`src/rtl/gray_ptr_ctrl_if.sv`:
```
// Pointer-controller bus for one FIFO clock domain.
//   i_inc       : advance request (write or read strobe)
//   i_rptr_gray : remote Gray pointer, already synchronized into this domain
//   o_addr      : local RAM address
//   o_ptr_bin   : registered binary pointer
//   o_ptr_gray  : registered Gray pointer for the opposite domain
//   o_flag      : full (write side) or empty (read side)
//   o_almost    : almost-full / almost-empty
// master = the side issuing requests, slave = the pointer controller.
interface gray_ptr_ctrl_if #(
  parameter int unsigned ADDR_W = 4
);
  logic              i_inc;
  logic [ADDR_W:0]   i_rptr_gray;
  logic [ADDR_W-1:0] o_addr;
  logic [ADDR_W:0]   o_ptr_bin;
  logic [ADDR_W:0]   o_ptr_gray;
  logic              o_flag;
  logic              o_almost;

  modport master (
    output i_inc, i_rptr_gray,
    input  o_addr, o_ptr_bin, o_ptr_gray, o_flag, o_almost
  );

  modport slave (
    input  i_inc, i_rptr_gray,
    output o_addr, o_ptr_bin, o_ptr_gray, o_flag, o_almost
  );
endinterface

```
`src/rtl/gray_ptr_ctrl.sv`:
```
// Gray-coded FIFO pointer controller for one domain of an async FIFO.
// Produces the local RAM address, a flop-driven Gray pointer for the remote
// synchronizer, and a registered full (MODE 0) or empty (MODE 1) flag.
// Ports: i_clk (rising edge), i_rst (async, active-high), bus (slave modport
// of gray_ptr_ctrl_if carrying i_inc, i_rptr_gray and all o_* outputs).
// Optional macro GRAY_PTR_ALMOST_EN enables the almost-full/empty output;
// without it o_almost is tied low.
module gray_ptr_ctrl #(
  parameter int unsigned ADDR_W    = 4,
  parameter int unsigned MODE      = 0,
  parameter int unsigned ALMOST_TH = 2
) (
  input  logic            i_clk,
  input  logic            i_rst,
  gray_ptr_ctrl_if.slave  bus
);

  localparam int unsigned PTR_W     = ADDR_W + 1;
  localparam int unsigned DEPTH     = 1 << ADDR_W;
  localparam logic        FLAG_RST  = (MODE != 0);

  logic             run_q;
  logic [PTR_W-1:0] ptr_bin_q,  ptr_bin_d;
  logic [PTR_W-1:0] ptr_gray_q, ptr_gray_d;
  logic             flag_q,     flag_d;
  logic             almost_q,   almost_d;
  logic             inc_ok;
  logic [PTR_W-1:0] full_cmp;

`ifdef GRAY_PTR_ALMOST_EN
  localparam logic  ALMOST_RST = (MODE != 0);
  logic [PTR_W-1:0] rbin;
  logic [PTR_W-1:0] level_d;
`else
  localparam logic  ALMOST_RST = 1'b0;
`endif

  // Next pointer and flag; flag is evaluated on the post-increment pointer.
  always_comb begin
    // run_q blocks requests on the first edge after reset release
    inc_ok     = bus.i_inc & ~flag_q & run_q;
    ptr_bin_d  = ptr_bin_q + PTR_W'(inc_ok);
    ptr_gray_d = ptr_bin_d ^ (ptr_bin_d >> 1);
    // full: remote is exactly one lap behind (top two Gray bits inverted)
    full_cmp   = {~bus.i_rptr_gray[ADDR_W:ADDR_W-1], bus.i_rptr_gray[ADDR_W-2:0]};
    if (MODE == 0) flag_d = (ptr_gray_d == full_cmp);
    else           flag_d = (ptr_gray_d == bus.i_rptr_gray);
  end

`ifdef GRAY_PTR_ALMOST_EN
  // Remote Gray to binary: each bit is the XOR of all Gray bits above and at it.
  always_comb begin
    rbin = '0;
    for (int i = 0; i < int'(PTR_W); i++) begin
      rbin[i] = ^(bus.i_rptr_gray >> i);
    end
    if (MODE == 0) level_d = ptr_bin_d - rbin;
    else           level_d = rbin - ptr_bin_d;
    if (MODE == 0) almost_d = (level_d >= PTR_W'(DEPTH - ALMOST_TH));
    else           almost_d = (level_d <= PTR_W'(ALMOST_TH));
  end
`else
  always_comb begin
    almost_d = 1'b0;
  end
`endif

  // State registers.
  always_ff @(posedge i_clk or posedge i_rst) begin
    if (i_rst) begin
      run_q      <= 1'b0;
      ptr_bin_q  <= '0;
      ptr_gray_q <= '0;
      flag_q     <= FLAG_RST;
      almost_q   <= ALMOST_RST;
    end else begin
      run_q      <= 1'b1;
      ptr_bin_q  <= ptr_bin_d;
      ptr_gray_q <= ptr_gray_d;
      flag_q     <= flag_d;
      almost_q   <= almost_d;
    end
  end

  assign bus.o_addr     = ptr_bin_q[ADDR_W-1:0];
  assign bus.o_ptr_bin  = ptr_bin_q;
  assign bus.o_ptr_gray = ptr_gray_q;
  assign bus.o_flag     = flag_q;
  assign bus.o_almost   = almost_q;

endmodule

```
`src/flat_wrapper.sv`:
```
// flat-port wrapper written by rule: the top's interface ports become plain ports
module gray_ptr_ctrl_flat 
#(
  parameter int unsigned ADDR_W    = 4,
  parameter int unsigned MODE      = 0,
  parameter int unsigned ALMOST_TH = 2
)
  (i_clk, i_rst, bus_i_inc, bus_i_rptr_gray, bus_o_addr, bus_o_ptr_bin, bus_o_ptr_gray, bus_o_flag, bus_o_almost);
  gray_ptr_ctrl_if #(.ADDR_W(ADDR_W)) bus_i ();
  input  logic i_clk;
  input  logic i_rst;
  input wire logic [$bits(bus_i.i_inc)-1:0] bus_i_inc;
  input wire logic [$bits(bus_i.i_rptr_gray)-1:0] bus_i_rptr_gray;
  output wire logic [$bits(bus_i.o_addr)-1:0] bus_o_addr;
  output wire logic [$bits(bus_i.o_ptr_bin)-1:0] bus_o_ptr_bin;
  output wire logic [$bits(bus_i.o_ptr_gray)-1:0] bus_o_ptr_gray;
  output wire logic [$bits(bus_i.o_flag)-1:0] bus_o_flag;
  output wire logic [$bits(bus_i.o_almost)-1:0] bus_o_almost;
  assign bus_i.i_inc = bus_i_inc;
  assign bus_i.i_rptr_gray = bus_i_rptr_gray;
  assign bus_o_addr = bus_i.o_addr;
  assign bus_o_ptr_bin = bus_i.o_ptr_bin;
  assign bus_o_ptr_gray = bus_i.o_ptr_gray;
  assign bus_o_flag = bus_i.o_flag;
  assign bus_o_almost = bus_i.o_almost;
  gray_ptr_ctrl #(.ADDR_W(ADDR_W), .MODE(MODE), .ALMOST_TH(ALMOST_TH)) u_core (.i_clk(i_clk), .i_rst(i_rst), .bus(bus_i));
endmodule
```
`config.mk`:
```
export PLATFORM = sky130hd
export DESIGN_NAME = gray_ptr_ctrl_flat
export DESIGN_NICKNAME = d
export VERILOG_FILES = /design/src/rtl/gray_ptr_ctrl_if.sv /design/src/rtl/gray_ptr_ctrl.sv /design/src/flat_wrapper.sv
export SDC_FILE = /design/constraint.sdc
export NUM_CORES = 1
export LEC_CHECK = 0
export BUFFER_PORTS_ARGS = -buffer_cell sky130_fd_sc_hd__clkbuf_2
export CORE_MARGIN = 2
export CORE_UTILIZATION = 40
export CTS_CLUSTER_SIZE = 28
export DETAILED_ROUTE_END_ITERATION = 16
export HOLD_SLACK_MARGIN = 0.05
export PLACE_DENSITY = 0.75
export RECOVER_POWER = 100
export SLEW_MARGIN = 30
export SYNTH_ARGS = -nofsm -noshare
export SYNTH_HDL_FRONTEND = slang
export SYNTH_SLANG_ARGS = --single-unit
```
`constraint.sdc`:
```
create_clock -name i_clk -period 5.4 [get_ports i_clk]
set_input_delay 0 -clock i_clk [delete_from_list [all_inputs] [get_ports i_clk]]
set_output_delay 0 -clock i_clk [all_outputs]
set_load 0.01 [all_outputs]
```
## Yosys cells after proc, flatten, opt, wreduce, memory -nomap -nowiden

Index checks and enable logic that the tools add are counted.

| word-level totals | value |
|---|---|
| logic and storage cells | 11 |
| output and inout port bits | 16 |
| bits in registers | 12 |
| input port bits | 8 |

| operators by class | value |
|---|---|
| equality and inequality tests | 1 |
| $add $sub $neg | 1 |
| bitwise operators | 5 |

Operators with widths:

| operator | count |
|---|---|
| $add A5 B1 Y5 | 1 |
| $eq A5 B5 Y1 | 1 |
| $xor A5 B4 Y5 | 1 |
| $and A1 B1 Y1 | 2 |
| $not A2 Y2 | 1 |
| $not A1 Y1 | 1 |

## Longest topological paths before layout

| depth | value |
|---|---|
| word-level depth | 6 |
| mapped depth | 7 |
| gate-level depth less buffers | 7 |

## Least setup slack after synthesis

OpenSTA, ideal clock, no wires.

| timing path | value |
|---|---|
| path type | reg2reg |
| from | register u_core.flag_q (netlist: u_core.bus.o_flag) |
| to | register u_core.flag_q (netlist: u_core.bus.o_flag) |
| slack | 3.345 ns |
| period minus slack after synthesis | 2.055 ns |
| data arrival time | 1.961 ns |
| library setup time | 0.094 ns |
| cell stages (with the launch flop) | 8 |
| cell sequence | dfrtp_1 and3b_1 ha_1 ha_1 xor2_2 xor2_1 or3_1 a221oi_2 |

| on the way | value |
|---|---|
| longest elaborated chain between the ends | 6 |

Ends and longest elaborated chain:

| element | line | text |
|---|---|---|
| start, declared | gray_ptr_ctrl.sv:25 | `logic flag_q, flag_d;` |
| start signal, assigned | gray_ptr_ctrl.sv:80 | `flag_q <= flag_d;` |
| $not A1 Y1 | gray_ptr_ctrl.sv:41 | `inc_ok = bus.i_inc & ~flag_q & run_q;` |
| $and A1 B1 Y1 (2 in series) | gray_ptr_ctrl.sv:41 |  |
| $add A5 B1 Y5 | gray_ptr_ctrl.sv:42 | `ptr_bin_d = ptr_bin_q + PTR_W'(inc_ok);` |
| via u_core.ptr_bin_d[2] | gray_ptr_ctrl.sv:23 | `logic [PTR_W-1:0] ptr_bin_q, ptr_bin_d;` |
| $xor A5 B4 Y5 | gray_ptr_ctrl.sv:43 | `ptr_gray_d = ptr_bin_d ^ (ptr_bin_d >> 1);` |
| $eq A5 B5 Y1 | gray_ptr_ctrl.sv:46 | `if (MODE == 0) flag_d = (ptr_gray_d == full_cmp);` |
| via u_core.flag_d | gray_ptr_ctrl.sv:25 |  |

The timed path passes the listed nets, and every way through them passes these cells.

## Worst setup path in the final report

Same ends and word-level chain as after synthesis.

==> impl_metrics.toml <==
[sta]
hold_slack_ps = 83.22
fin_setup_tns_ps = 0
grt_setup_unrepaired = "no"
fmax_mhz = 440.4
timing.final.hold_violations = 0
final.min_clock_period_ps = 2271
timing.final.crit_share_pct = 42.05
finClkSkew_ps = 4.290
final_max_slew_viol_count = 0
final-setup-viol-count = 0

[place]
io_buffer_count = 22
placed_cell_count = 78
gp_congestion = 0.7486

[global_route]
globalRouteOverflowTotal = 0
grt_antenna_before_repair = 0
wire_length_of_the_first_global_routing_pass_um = 1580
grt_max_degree = 12
track_usage_pct = 12.47
first_global_vias = 403

[yosys]
proportion_of_netlist_area_held_by_the_largest_area_contributor_pct = 48.35
synth.yosys.seq_area_share_pct = 48.35
syn_nets = 57
synth_instances = 47
synth.area.top_cells = "dfrtp_1, xor2_1, buf_4, xnor2_1, ha_1"
netlist_area_sq_um = 569.3
yosysMostFrequentCell = "dfrtp_1"
syn-mean-instance-area_sq_um = 12.11
ys_seq_elements = 11
synth-main-ff-cell = "dfrtp_1"
yosys.cell_types.count = 16
synth-async-reset-ratio_pct = 100.0
synth_edf_count = 0
synthDominantAreaCellType = "dfrtp_1"
yosysWarningCount = 0
synthTopCellsByCount = "dfrtp_1, xor2_1, buf_4"

[final_layout]
antenna-diode-count = 0
nNetsFinal = 80
drive_gt1_share_pct = 14.49
layoutNonFillerInstCount = 84
areaGrowthSynthToFinish_pct = 16.26

[floorplan]
core_area_sq_mm = 0.001318
rows = 13
floorplan.die.height_um = 41.73
io-pin-count = 24
fp.dieArea_sq_mm = 0.001741
initial_cell_density_of_the_core_pct = 43.21
fp.dieW_um = 41.73

[clocking]
cts_clock_pin_slew_for_the_worst_setup_and_hold_paths_ps = 60
clk-insertion-delay-late_ps = 260
clk_path_buf_depth = 2
cts_sinks = 11
cts-root-buf = "clkbuf_4"
tritoncts = "done"
ctsHtreeMaxLevel = 1
tritoncts_buffer_count = 3
cts.repair.resized = 0

[setup_path]
crit_required_ps = 5560
regToRegSetupSlack_ps = 3130
critPathKind = "register to register"
r2r-end = "u_core.bus.o_flag$_DFF_PP0_"
cp-start-kind = "register"
reg2regPathDepth = 7
timing.critical_path.to_type = "register"
worst_endpoint_data_arrival_time_ps = 2430
critical_path.max_fanout = 4
worst_r2r_startpoint = "u_core.bus.o_flag$_DFF_PP0_"

[routing]
route.vias.total = 385
first_iter_violations = 3
remaining_drc_errors = 0
routed_wire_length_per_instance_um = 11.05
antenna_violating_nets_post_route = 0
via_per_inst = 4.583
drt_pre_antenna_iters = 4
wirelength_um = 928

[min_path]
min_from = "bus_i_rptr_gray[0]"
timing.hold.worst_path_depth = 4
timing.hold.worst_endpoint = "u_core.bus.o_flag$_DFF_PP0_"
min-delay-path-class = "input pin to register"

[power]
static-leakage-power_nw = 0.3164
vdd.ir_drop.worst_mv = 0.2821
p_per_area_mw_per_mm2 = 608.9

[run]
maxCapViolCount = 0

[status]
outcome = "completed"
[layout by cell type, fill, tap and decap left out]
master / synthesis / final
clkbuf_2: 0 / 7
or3_1: 2 / 2
clkbuf_1: 0 / 16
clkbuf_4: 0 / 3
xnor2_1: 4 / 4
a221oi_1: 0 / 1
xor3_1: 1 / 1
dlygate4sd3_1: 0 / 2
clkinv_1: 1 / 1
and3b_1: 1 / 1
inv_1: 2 / 2
nand2_1: 2 / 2
dfrtp_1: 11 / 11
xor2_1: 7 / 8
conb_1: 2 / 2
nand3_1: 3 / 4
ha_1: 2 / 2
[worst max-delay path by stage]
stage                           startpoint                          end  depth (start not counted)
2_1_floorplan  u_core.bus.o_flag$_DFF_PP0_  u_core.bus.o_flag$_DFF_PP0_                          7
3_3_place_gp   u_core.bus.o_flag$_DFF_PP0_  u_core.bus.o_flag$_DFF_PP0_                          7
3_5_place_dp   u_core.bus.o_flag$_DFF_PP0_  u_core.bus.o_flag$_DFF_PP0_                          7
4_1_cts        u_core.bus.o_flag$_DFF_PP0_  u_core.bus.o_flag$_DFF_PP0_                          7
5_1_grt        u_core.bus.o_flag$_DFF_PP0_  u_core.bus.o_flag$_DFF_PP0_                          7
6_report       u_core.bus.o_flag$_DFF_PP0_  u_core.bus.o_flag$_DFF_PP0_                          7
[worst max-delay path, stage by stage, from the launching register on]
cell and delay, ps:
dfrtp_1 380, and3b_1 220, ha_1 180, ha_1 230, xor2_1 380, xor2_1 150
or3_1 380, a221oi_1 260
[what timing repair did]
action / in CTS / in global routing
hold buffers: 2 / 0
buffers inserted: 0 / 0
hold endpoints to repair: 12 / 0
[power by group]
group | total [W] | internal [W] | switching (W)
Sequential | 0.000151 | 0.000121 | 0.0000293
Combinational | 0.000198 | 0.0000854 | 0.000113
Clock | 0.0000542 | 0.0000286 | 0.0000256
Total | 0.000403 | 0.000235 | 0.000168
[cells by family (layout without fill, tap and decap cells)]
kind of cell / after synthesis / count (layout) / synth area share [%]
XOR/XNOR: 13 / 13 / 23.96
other: 2 / 2 / 1.319
adder cells (fa/ha/maj): 2 / 2 / 4.395
buffers and inverters: 9 / 31 / 9.889
AND/OR/NAND/NOR: 9 / 9 / 9.450
flip-flops: 11 / 11 / 48.35
AO/OA/AOI/OAI: 1 / 1 / 2.637
[metrics by stage]
step           util, %  instance area [sq um]  setup slack [ps]   power, W
2_1_floorplan        -                  569.3              3345  0.0003240
3_3_place_gp     49.57                  653.1              3299  0.0003704
3_5_place_dp     49.57                  653.1              3259  0.0003732
4_1_cts          53.09                  699.4              3206  0.0004340
5_1_grt          50.24                  661.9              2993  0.0004381
6_report         50.24                  661.9              3129  0.0004030
[state kept, by name, indices dropped and copies added (netlist names)]
name / flops
u_core.bus.o_flag: 1
u_core.bus.o_ptr_bin: 5
u_core.bus.o_ptr_gray: 4
u_core.run_q: 1
[metal layers]
layer	global-route usage, %	part of all wire (%)
met5	0	0
met4	3.871	0.65
met3	8.261	11
met2	20.94	46
met1	12.36	42
[layout make-up]
cell class,count,area [sq um]
repair buffers,24,111.4
fillers,134,655.6
inverters,3,11.26
well taps,15,18.77
multi-input cells,27,219.0
clock buffers,4,26.28
flip-flops and latches,11,275.3
Note: power is estimated with default switching activity, not from simulation.
